**src/rtl/systolic_pkg.sv**
```systemverilog
// -----------------------------------------------------------------------------
// systolic_pkg
//   Shared definitions for the systolic array operand feeder.
//   - DEF_N / DEF_IN_WORD_SIZE / DEF_K_MAX : default array dimension,
//     operand width and maximum beats per tile
//   - feeder_state_t : tile sequencer states
//   - drain_len()    : cycles needed for the last operand pair to cross the
//     array diagonal (2N-1)
// -----------------------------------------------------------------------------
package systolic_pkg;

    localparam int DEF_N            = 4;
    localparam int DEF_IN_WORD_SIZE = 8;
    localparam int DEF_K_MAX        = 256;

    typedef enum logic [1:0] {
        S_IDLE  = 2'd0,
        S_CLEAR = 2'd1,
        S_FEED  = 2'd2,
        S_DRAIN = 2'd3
    } feeder_state_t;

    // The last beat enters lane 0 and must ripple to PE(N-1,N-1).
    function automatic int drain_len(input int n);
        return 2 * n - 1;
    endfunction

endpackage

```
**src/rtl/skew_line.sv**
```systemverilog
// -----------------------------------------------------------------------------
// skew_line
//   Fixed-depth delay line: D back-to-back registers of W bits. One instance
//   per feeder lane produces the diagonal skew in front of the array.
//   Ports:
//     clk     - clock
//     rst_n   - asynchronous active-low reset, clears every stage
//     data    - word entering the line
//     delayed - word that entered D cycles earlier
// -----------------------------------------------------------------------------
module skew_line #(
    parameter int D = 1,
    parameter int W = 8
) (
    input  logic         clk,
    input  logic         rst_n,
    input  logic [W-1:0] data,
    output logic [W-1:0] delayed
);

    logic [W-1:0] stage [D];

    // NOTE: this is a register chain, not a RAM: every stage must reset so a
    // mid-tile reset cannot leak stale operands into the next tile.
    always_ff @(posedge clk or negedge rst_n) begin
        if (!rst_n) begin
            for (int j = 0; j < D; j++) stage[j] <= '0;
        end else begin
            stage[0] <= data;
            for (int j = 1; j < D; j++) stage[j] <= stage[j-1];
        end
    end

    assign delayed = stage[D-1];

endmodule

```
**src/rtl/systolic_feeder.sv**
```systemverilog
// -----------------------------------------------------------------------------
// systolic_feeder
//   Operand feeder for an N x N MAC systolic array. Accepts one A-column /
//   B-row beat per cycle, skews lane i by i extra cycles, and sequences one
//   tile: clear array, feed up to K_MAX beats, drain 2N-1 cycles, done pulse.
//   Optional feature macro: SYSTOLIC_FEEDER_BUBBLE_CNT_EN adds bubble_cnt.
//   Ports:
//     clk, clear_n      - clock, asynchronous active-low reset
//     start             - begin a tile (IDLE only)
//     in_valid/in_ready - beat handshake (ready only in FEED)
//     in_last           - final beat of the tile
//     a_in, b_in        - A column / B row, lane 0 in MSBs
//     a_edge, b_edge    - skewed operands to array west / north edges
//     array_clear       - one-cycle registered clear to the array
//     busy              - sequencer not idle
//     tile_done         - one-cycle pulse, array results final
//     k_overflow        - sticky, tile truncated at K_MAX
//     bubble_cnt        - (macro only) FEED cycles with no accepted beat
// -----------------------------------------------------------------------------
module systolic_feeder
    import systolic_pkg::*;
#(
    parameter int N            = DEF_N,
    parameter int IN_WORD_SIZE = DEF_IN_WORD_SIZE,
    parameter int K_MAX        = DEF_K_MAX
) (
    input  logic                      clk,
    input  logic                      clear_n,
    input  logic                      start,
    input  logic                      in_valid,
    output logic                      in_ready,
    input  logic                      in_last,
    input  logic [N*IN_WORD_SIZE-1:0] a_in,
    input  logic [N*IN_WORD_SIZE-1:0] b_in,
    output logic [N*IN_WORD_SIZE-1:0] a_edge,
    output logic [N*IN_WORD_SIZE-1:0] b_edge,
    output logic                      array_clear,
    output logic                      busy,
    output logic                      tile_done,
    output logic                      k_overflow
`ifdef SYSTOLIC_FEEDER_BUBBLE_CNT_EN
    ,
    output logic [15:0]               bubble_cnt
`endif
);

    localparam int DRAIN_LEN = drain_len(N);
    localparam int VW        = N * IN_WORD_SIZE;
    localparam int BEAT_W    = $clog2(K_MAX + 1);
    localparam int DRAIN_W   = $clog2(DRAIN_LEN + 1);

    feeder_state_t      state, state_next;
    logic [BEAT_W-1:0]  beat_cnt;
    logic [DRAIN_W-1:0] drain_cnt;
    logic               accept;
    logic               at_k_max;
    logic               beat_final;
    logic               drain_end;
    logic [VW-1:0]      inject_a, inject_b;

    assign in_ready   = (state == S_FEED);
    assign busy       = (state != S_IDLE);
    assign accept     = in_valid && in_ready;
    assign at_k_max   = (beat_cnt == BEAT_W'(K_MAX - 1));
    // A K_MAX-th beat ends the tile even without in_last.
    assign beat_final = accept && (in_last || at_k_max);
    assign drain_end  = (state == S_DRAIN) && (drain_cnt == DRAIN_W'(DRAIN_LEN - 1));

    // Idle slots inject zero pairs; a zero product leaves array sums intact.
    assign inject_a = accept ? a_in : '0;
    assign inject_b = accept ? b_in : '0;

    // NOTE: sequential state uses non-blocking assignments so every register
    // samples pre-edge values, independent of process ordering.
    always_ff @(posedge clk or negedge clear_n) begin
        if (!clear_n) state <= S_IDLE;
        else          state <= state_next;
    end

    // NOTE: state_next gets its default before the case so no path leaves it
    // unassigned, which would otherwise infer a latch.
    always_comb begin
        state_next = state;
        case (state)
            S_IDLE:  if (start)      state_next = S_CLEAR;
            S_CLEAR:                 state_next = S_FEED;
            S_FEED:  if (beat_final) state_next = S_DRAIN;
            S_DRAIN: if (drain_end)  state_next = S_IDLE;
            default:                 state_next = S_IDLE;
        endcase
    end

    always_ff @(posedge clk or negedge clear_n) begin
        if (!clear_n) begin
            beat_cnt    <= '0;
            drain_cnt   <= '0;
            array_clear <= 1'b0;
            tile_done   <= 1'b0;
            k_overflow  <= 1'b0;
        end else begin
            // Registered decode of the upcoming state: high exactly in CLEAR.
            array_clear <= (state_next == S_CLEAR);
            tile_done   <= drain_end;

            if (state == S_IDLE && start) begin
                beat_cnt   <= '0;
                k_overflow <= 1'b0;
            end else if (accept) begin
                beat_cnt <= beat_cnt + BEAT_W'(1);
                if (at_k_max && !in_last) k_overflow <= 1'b1;
            end

            if (state == S_DRAIN) drain_cnt <= drain_cnt + DRAIN_W'(1);
            else                  drain_cnt <= '0;
        end
    end

`ifdef SYSTOLIC_FEEDER_BUBBLE_CNT_EN
    always_ff @(posedge clk or negedge clear_n) begin
        if (!clear_n) begin
            bubble_cnt <= '0;
        end else if (state == S_IDLE && start) begin
            bubble_cnt <= '0;
        end else if (state == S_FEED && !in_valid && bubble_cnt != 16'hFFFF) begin
            bubble_cnt <= bubble_cnt + 16'd1;
        end
    end
`endif

    // Lane i passes through 1+i registers on each edge.
    for (genvar i = 0; i < N; i++) begin : g_lane
        skew_line #(.D(1 + i), .W(IN_WORD_SIZE)) u_skew_a (
            .clk     (clk),
            .rst_n   (clear_n),
            .data    (inject_a[(N-1-i)*IN_WORD_SIZE +: IN_WORD_SIZE]),
            .delayed (a_edge[(N-1-i)*IN_WORD_SIZE +: IN_WORD_SIZE])
        );
        skew_line #(.D(1 + i), .W(IN_WORD_SIZE)) u_skew_b (
            .clk     (clk),
            .rst_n   (clear_n),
            .data    (inject_b[(N-1-i)*IN_WORD_SIZE +: IN_WORD_SIZE]),
            .delayed (b_edge[(N-1-i)*IN_WORD_SIZE +: IN_WORD_SIZE])
        );
    end

endmodule

```
**config.mk**
```make
export PLATFORM = sky130hd
export DESIGN_NAME = systolic_feeder
export DESIGN_NICKNAME = d
export VERILOG_FILES = /design/src/rtl/systolic_pkg.sv /design/src/rtl/skew_line.sv /design/src/rtl/systolic_feeder.sv
export SDC_FILE = /design/constraint.sdc
export NUM_CORES = 1
export LEC_CHECK = 0
export CAP_MARGIN = 20
export CORE_MARGIN = 4
export CORE_UTILIZATION = 30
export CTS_BUF_LIST = sky130_fd_sc_hd__clkbuf_2
export DETAILED_ROUTE_END_ITERATION = 8
export SLEW_MARGIN = 30
export SYNTH_ARGS = -nofsm -noshare
export SYNTH_HDL_FRONTEND = slang
export SYNTH_SLANG_ARGS = --single-unit
```
**constraint.sdc**
```tcl
create_clock -name clk -period 1.8 [get_ports clk]
set_clock_uncertainty 0.2 [all_clocks]
set_input_delay 0.36 -clock clk [delete_from_list [all_inputs] [get_ports clk]]
set_output_delay 0.36 -clock clk [all_outputs]
set_load 0.02 [all_outputs]
```
; ---- Yosys cells after proc, flatten, opt, wreduce, memory -nomap -nowiden
; Cells that the tools add are included.
[totals]
register_bits = 177
input_bits = 69
out_inout_bits = 69
wordCells = 58
[op_classes]
add_sub_neg = 2
eq_ne = 6
mux = 12
reduce_logical = 12
[ops]
columns = op, n
row1 = two-way mux 32 bit, 2
row2 = two-way mux 9 bit, 2
row3 = adder 9 x 1 -> 9 bit (second input constant), 1
row4 = equality test 9 x 8 -> 1 bit (second input constant), 1
row5 = case mux 2 bit (4 select lines), 1
row6 = two-way mux 2 bit, 3
row7 = nonzero test 2 bit, 3
row8 = logical AND 1 bit, 5
row9 = equality test 2 x 1 -> 1 bit (second input constant), 2
row10 = equality test 2 bit (second input constant), 2
row11 = adder 3 x 1 -> 3 bit (second input constant), 1
row12 = equality test 3 bit (second input constant), 1
row13 = two-way mux 1 bit, 3
row14 = two-way mux 3 bit, 1
row15 = logical NOT 2 bit, 1
row16 = AND reduction 2 bit, 1
row17 = logical NOT 1 bit, 1
row18 = logical OR 1 bit, 1

; ---- Depth between registers and ports, before layout
; Gate-level depths: netlist of run 1.
[depth]
ltp_word = 6
ltp_mapped = 6
mapped_depth_nobuf = 6

; ---- Hierarchy
; A second synthesis of run 1 with hierarchy kept.
[unflattened]
hier_cells = 356
hier_area_um2 = 5586.6
[by_module_without_submodules]
columns = module, instances, cells_per_inst, area_per_inst_um2, seq_area_each_um2
row1 = skew_line (g_lane[3].u_skew_a ...), 2, 40, 860.8, 800.8
row2 = skew_line (g_lane[2].u_skew_a ...), 2, 32, 660.6, 600.6
row3 = systolic_feeder, 1, 148, 1222.4, 425.4
row4 = skew_line (g_lane[1].u_skew_a ...), 2, 24, 460.4, 400.4
row5 = skew_line (g_lane[0].u_skew_a ...), 2, 8, 200.2, 200.2

; ---- Least setup slack after synthesis of run 1
; Ideal clock, no wire load.
[synth_path]
path_kind = register -> register
start = reg state[1]
end = reg beat_cnt[1]
setup_time_ns = 0.121
t_arrival_ns = 1.184
required_ns = 1.479
slack_ns = 0.295
stages_incl_launch_ff = 5
path_buffers = 0
synth_period_minus_slack_ns = 1.505
cell_sequence = dfrtp_1 or3b_1 inv_2 nor2_1 a22o_1
[synth_via]
elab_chain_len = 3
word_cells_on_any_way = 6
cone_classes = 1 x eq/ne / 1 x mux / 4 x reduce/logical
[synth_rtl]
columns = element, line
row1 = from (decl), systolic_feeder.sv:52  ; feeder_state_t state, state_next;
row2 = from (signal assigned), systolic_feeder.sv:77  ; else state <= state_next;
row3 = equality test 2 bit or logical NOT 2 bit (tied branches), "systolic_feeder.sv:61, systolic_feeder.sv:105"
row4 = "logical AND 1 bit, on equally long branches", "systolic_feeder.sv:63, systolic_feeder.sv:105"
row5 = nonzero test 2 bit (no source line) or two-way mux 9 bit (tied branches), -
row6 = to (signal assigned), systolic_feeder.sv:109  ; beat_cnt <= beat_cnt + BEAT_W'(1);
row7 = to (decl), systolic_feeder.sv:53  ; logic [BEAT_W-1:0] beat_cnt;
; Several ways; a longest one is shown, not always the timed one.
; A chain may end at the register's enable or synchronous reset.

; ---- Final worst setup path of run 1
[layout_path]
start = reg state[0]
end = out busy
[layout_via]
elab_chain_len = 1
[layout_rtl]
columns = element, line
row1 = nonzero test 2 bit, systolic_feeder.sv:62  ; assign busy = (state != S_IDLE);
row2 = to (decl), systolic_feeder.sv:38  ; output logic busy,
; No other way between the ends.

==> results of run 1 <==
==> sequential cells by signal, indices dropped and copies added (netlist names) <==
register	count
array_clear	1
beat_cnt	9
drain_cnt	3
g_lane.u_skew_a.delayed	32
g_lane.u_skew_a.stage	48
g_lane.u_skew_b.delayed	32
g_lane.u_skew_b.stage	48
k_overflow	1
state	2
tile_done	1
==> Yosys cell counts (2+ instances only) <==
master and instances:
or3_1 2, or4_1 2, nand2_1 5, clkbuf_1 5
nand3_1 6, o21ai_0 3, dfrtp_1 177, inv_1 4
nand4_1 2, o31ai_1 2, nor2_1 7, a21oi_1 4
buf_4 49, ha_1 4, buf_2 3, and2_1 64
==> worst max-delay path, stage by stage (launching register included) <==
cell	delay (ns)
dfrtp_1	0.47
or2_4	0.24
buf_6	0.13
==> metal layers <==
layer | GRT usage | part of all wire | wire (um)
met1 | 0.134 | 0.43 | 4570
met5 | 0 | 0 | 0
met3 | 0.0317 | 0.058 | 622
met4 | 0.0511 | 0.020 | 218
met2 | 0.162 | 0.49 | 5230
==> area by class of cell <==
cell class,count,share of cell area
sequential,177,0.553
timing repair buffer,218,0.287
multi-input combinational,115,0.0929
tap,229,0.0357
clock inverter,14,0.0183
clock buffer,18,0.0112
inverter,5,0.00234
antenna,1,0.000312
==> timing repair <==
action	in CTS	in global routing
hold buffers	68	0
pin swaps	0	1
hold endpoints to repair	243	0
setup endpoints to repair	69	71
cloned	0	0
resized for setup	417	4
==> where the power goes <==
group | switching [mW] | internal, mW
sequential | 0.255 | 4.56
clock | 1.43 | 0.552
combinational | 0.810 | 0.927
==> final timing paths <==
| kind | from | to | slack (ns) |
|---|---|---|---|
| min | g_lane[3].u_skew_b.stage[29]$_DFF_PN0_ | g_lane[3].u_skew_b.stage[21]$_DFF_PN0_ | 0.17 |
| min reg2reg | g_lane[3].u_skew_b.stage[29]$_DFF_PN0_ | g_lane[3].u_skew_b.stage[21]$_DFF_PN0_ | 0.17 |
| max in group asynchronous | clear_n | g_lane[3].u_skew_a.stage[25]$_DFF_PN0_ | 0.61 |
| max reg2reg | state[0]$_DFF_PN0_ | beat_cnt[6]$_DFFE_PN0P_ | 0.02 |
| max | state[0]$_DFF_PN0_ | busy | -0.33 |
| min in group asynchronous | clear_n | drain_cnt[2]$_DFF_PN0_ | 0.51 |
==> stage by stage <==
step                 util  area, um^2  cells  hold slack (ns)  TNS, ns
floorplan               -        5580    354           -0.136        0
detailed placement  0.385        6980    676           0.0804    -1.22
CTS                 0.441        8000    776           0.0718   -10.50
global placement    0.385        6980    676           0.0757   -0.479
global route        0.442        8020    777           0.0836   -12.43
finish              0.442        8020    777            0.171    -1.82
==> cell families after synthesis <==
logic type	share of synthesized area
mux	0.00180
simple gates	0.101
xor+xnor	0.00157
flops	0.794
buf+inv	0.0754
fa+ha+maj	0.00898
compound gates	0.0173
==> flow_summary.yaml, run 1 <==
global_routing:
  first_global_vias: 3186
  grt_usage: 0.105
  overflow: 0
  grt_pass1_wl_mm: 16.5
  grt_max_degree: 43
  antenna_found_initial: 1
setup_path:
  cp-end-kind: "output pin"
  critical_path_arrival_ns: 1.57
  r2r_cells: 5
  cp-start-kind: "flop"
  crit_required_ns: 1.24
  crit_type: "reg -> out"
  crit_path_max_fanout: 3
clock_network:
  clkTransAtPathRegs_ns: 0.30
  cts_max_path_buffers: 2
  cts_htree_levels: 4
  postCtsSetupRepairBufs: 0
  cts_tree: "done"
  cts.sinks: 177
  clk_latency_ns: 0.73
  cts_buffers: 17
  cts-root-buf: "clkbuf_2"
floorplanning:
  die-width_um: 144
  die_area_um2: 20800
  initial_core_util: 0.307
  placementRows: 49
  coreArea_um2: 18100
  die_height_um: 144
  io_pins: 138
timing:
  period_minus_slack_ns: 2.13
  finalCritPeriodShare: 1.18
  hold_violations: 0
  setup_viol: 65
  tightest_slew_ns: 0.422
  max_freq_mhz: 469
  relSlewSlack: 0.719
  drv_slew: 0
  setup_ws_ns: -0.331
  rsz0062_at_grt: "yes"
synth:
  synth_top_area_cell: "dfrtp_1"
  synth_ff_type: "dfrtp_1"
  synth_async_sr_flop_share: 1.00
  synth_edf_count: 0
  syn_area_per_cell_um2: 15.7
  synth-seq-cells: 177
  syn_inst: 354
  yosys.area.top_type_share: 0.794
  yosysWarnings: 0
  ys_top_cells_by_area: "dfrtp_1, and2_1, buf_4, ha_1, nand3_1"
  netlist_area_um2: 5580
  ys_types: 31
  syn_nets: 427
  ys_seq_area_frac: 0.794
finish:
  multiInputGateArea_um2: 744
  regArea_um2: 4430
  syn2layout_area_growth_pct: 43.8
  num-nets-final: 607
  final_common_cell: "dfrtp_1"
  drive_gt1_frac: 0.225
  layout_common_cells: "dfrtp_1, buf_6, dlygate4sd3_1, clkdlybuf4s50_1, and2_1"
  fillers: 1621
power_and_ir_drop:
  power_mw: 8.54
  p_per_area_nw_per_um2: 1070
  ir_worst_vdd_v: 0.000612
  leakage_nw: 3.93
place:
  io_buffers: 137
  dp_worst_setup_slack_ns: -0.192
  gp_congestion: 0.767
  hpwl_mm: 6.97
min_path:
  hold_class: "reg -> reg"
  hold_depth: 0
routing:
  wl_per_cell_um: 13.7
  vias: 3083
  drt_iter0_drc: 85
  routed_wl_mm: 10.6
  ant_nets: 0
  dr.pass1.iters: 5
  via_per_inst: 3.97
  drc: 0
outcome:
  failed_checks: "negative setup slack"
  outcome: "complete, but fails checks"
run:
  drv_cap: 0
No activity file was read; power rests on OpenSTA's default activity.
==> run 2, diff against run 1 <==
==> constraint.sdc (replaced) <==
create_clock -name clk -period 2.2 [get_ports clk]
set_clock_uncertainty 0.2 [all_clocks]
set_input_delay 0.44 -clock clk [delete_from_list [all_inputs] [get_ports clk]]
set_output_delay 0.44 -clock clk [all_outputs]
set_load 0.02 [all_outputs]
==> flow_summary.yaml, run 2 (synthesized netlist as in run 1, its figures left out) <==
place:
  dp_worst_setup_slack_ns: 0.118
  io_buffers: 137
  hpwl_mm: 6.83
  gp_congestion: 0.747
routing:
  via_per_inst: 3.93
  drt_iter0_drc: 74
  wl_per_cell_um: 13.6
  vias: 3050
  ant_nets: 0
  routed_wl_mm: 10.6
  drc: 0
  dr.pass1.iters: 4
floorplanning:
  die-width_um: 144
  io_pins: 138
  die_area_um2: 20800
  initial_core_util: 0.307
  placementRows: 49
  coreArea_um2: 18100
  die_height_um: 144
timing:
  fin_tns_setup_ns: -0.0581
  relSlewSlack: 0.663
  max_freq_mhz: 447
  tightest_slew_ns: 0.505
  drv_slew: 0
  period_minus_slack_ns: 2.24
  hold_violations: 0
  finalCritPeriodShare: 1.02
  setup_ws_ns: -0.0376
  rsz0062_at_grt: "yes"
  setup_viol: 2
clock_network:
  cts_buffers: 17
  cts_max_path_buffers: 2
  clk_latency_ns: 0.72
  clkTransAtPathRegs_ns: 0.30
  cts_tree: "done"
  cts.sinks: 177
  cts_htree_levels: 4
  cts-root-buf: "clkbuf_2"
setup_path:
  crit_path_top_delay_cell: "dfrtp_1"
  max_stage_delay_ns: 0.47
  crit_required_ns: 1.56
  cp-end-kind: "output pin"
  cp-start-kind: "flop"
  critPathTopFamily: "flip-flops"
  cp_cell_sequence: "buf_6 > and2b_1 > buf_6"
  crit_type: "reg -> out"
  crit-reg2reg-launch: "state[1]$_DFF_PN0_"
  cp_common_cell: "buf_6"
  critPathLaunch: "state[1]$_DFF_PN0_"
  critical_path_arrival_ns: 1.60
  path_buf_inv: 2
  crit_path_max_fanout: 2
  rrSetupSlack_ns: 0.17
global_routing:
  antenna_found_initial: 1
  grt_usage: 0.108
  first_global_vias: 3339
  grt_pass1_wl_mm: 17.0
  overflow: 0
  grt_max_degree: 52
finish:
  multiInputGateArea_um2: 729
  drive_gt1_frac: 0.194
  num-nets-final: 606
  fillers: 1634
  final_common_cell: "dfrtp_1"
  top_regs: "g_lane.u_skew_a.stage x48, g_lane.u_skew_b.stage x48"
  regArea_um2: 4430
  syn2layout_area_growth_pct: 38.7
  layout_common_cells: "dfrtp_1, clkdlybuf4s50_1, dlygate4sd3_1, and2_1, clkbuf_2"
min_path:
  worstHoldStart: "g_lane[2].u_skew_b.stage[19]$_DFF_PN0_"
  hold_class: "reg -> reg"
power_and_ir_drop:
  leakage_nw: 3.83
  ir_worst_vdd_v: 0.000372
  p_per_area_nw_per_um2: 875
outcome:
  failed_checks: "negative setup slack"
  outcome: "complete, but fails checks"
run:
  drv_cap: 0
-- run 2: changes by cell type in the layout (fill, tap and decap cells not counted), sizes merged --
cell	delta
clkinvlp	-2
buf	-49
clkbuf	+19
clkinv	+1
diode	+1
dlygate4sd2	+3
clkdlybuf4s15	+26
bufinv	-1
dlygate4sd3	-1
inv	+3
-- run 2: worst paths after layout --
path | to | cells past startpoint
hold / removal | g_lane[2].u_skew_b.stage[11]$_DFF_PN0_ | 0
min in group asynchronous | g_lane[3].u_skew_b.delayed[5]$_DFF_PN0_ | 3
setup reg to reg | beat_cnt[1]$_DFFE_PN0P_ | 7
setup / recovery | in_ready | 3
hold reg to reg | g_lane[2].u_skew_b.stage[11]$_DFF_PN0_ | 0
max in group asynchronous | g_lane[2].u_skew_a.stage[9]$_DFF_PN0_ | 4
-- run 2: power by group --
group / internal (mW) / total, mW / switching, mW / leakage (nW)
sequential: 3.73 / 3.90 / 0.172 / 2.40
combinational: 0.613 / 1.28 / 0.668 / 1.29
clock: 0.356 / 1.58 / 1.22 / 0.140
-- run 2: through the flow --
step / hold WS [ns] / power, mW / util / cell area [um^2] / cells
floorplan: -0.0556 / 4.69 / - / 5580 / 354
global placement: 0.132 / 5.23 / 0.384 / 6980 / 672
detailed placement: 0.135 / 5.28 / 0.384 / 6980 / 672
CTS: 0.0434 / 6.94 / 0.436 / 7910 / 774
global route: 0.0583 / 7.20 / 0.426 / 7730 / 776
finish: 0.145 / 6.76 / 0.426 / 7730 / 777
-- run 2: area by class of cell --
class,count,area share
Sequential cell,177,0.573
Tap cell,229,0.0370
Inverter,5,0.00243
Timing Repair Buffer,217,0.264
Antenna cell,2,0.000647
Multi-Input combinational cell,115,0.0943
Clock buffer,17,0.0110
Clock inverter,15,0.0175
-- run 2: worst reg2reg max path: cells and delay by family (launching register included) --
family | cells | cell delay [ns]
AND/OR/NAND/NOR | 2 | 0.54
buffers and inverters | 4 | 0.54
AO/OA/AOI/OAI | 1 | 0.18
flip-flops | 1 | 0.47
-- run 2: layer usage --
layer,track usage,share of wire
met5,0,0
met4,0.0476,0.023
met3,0.0370,0.063
met2,0.164,0.48
met1,0.140,0.44
-- run 2: what timing repair did --
item / CTS / global route
hold endpoints to repair: 241 / 0
resized for setup: 165 / 53
hold buffers: 66 / 0
cloned: 0 / 0
endpoints found under the setup margin: 69 / 47
buffers inserted: 4 / 1
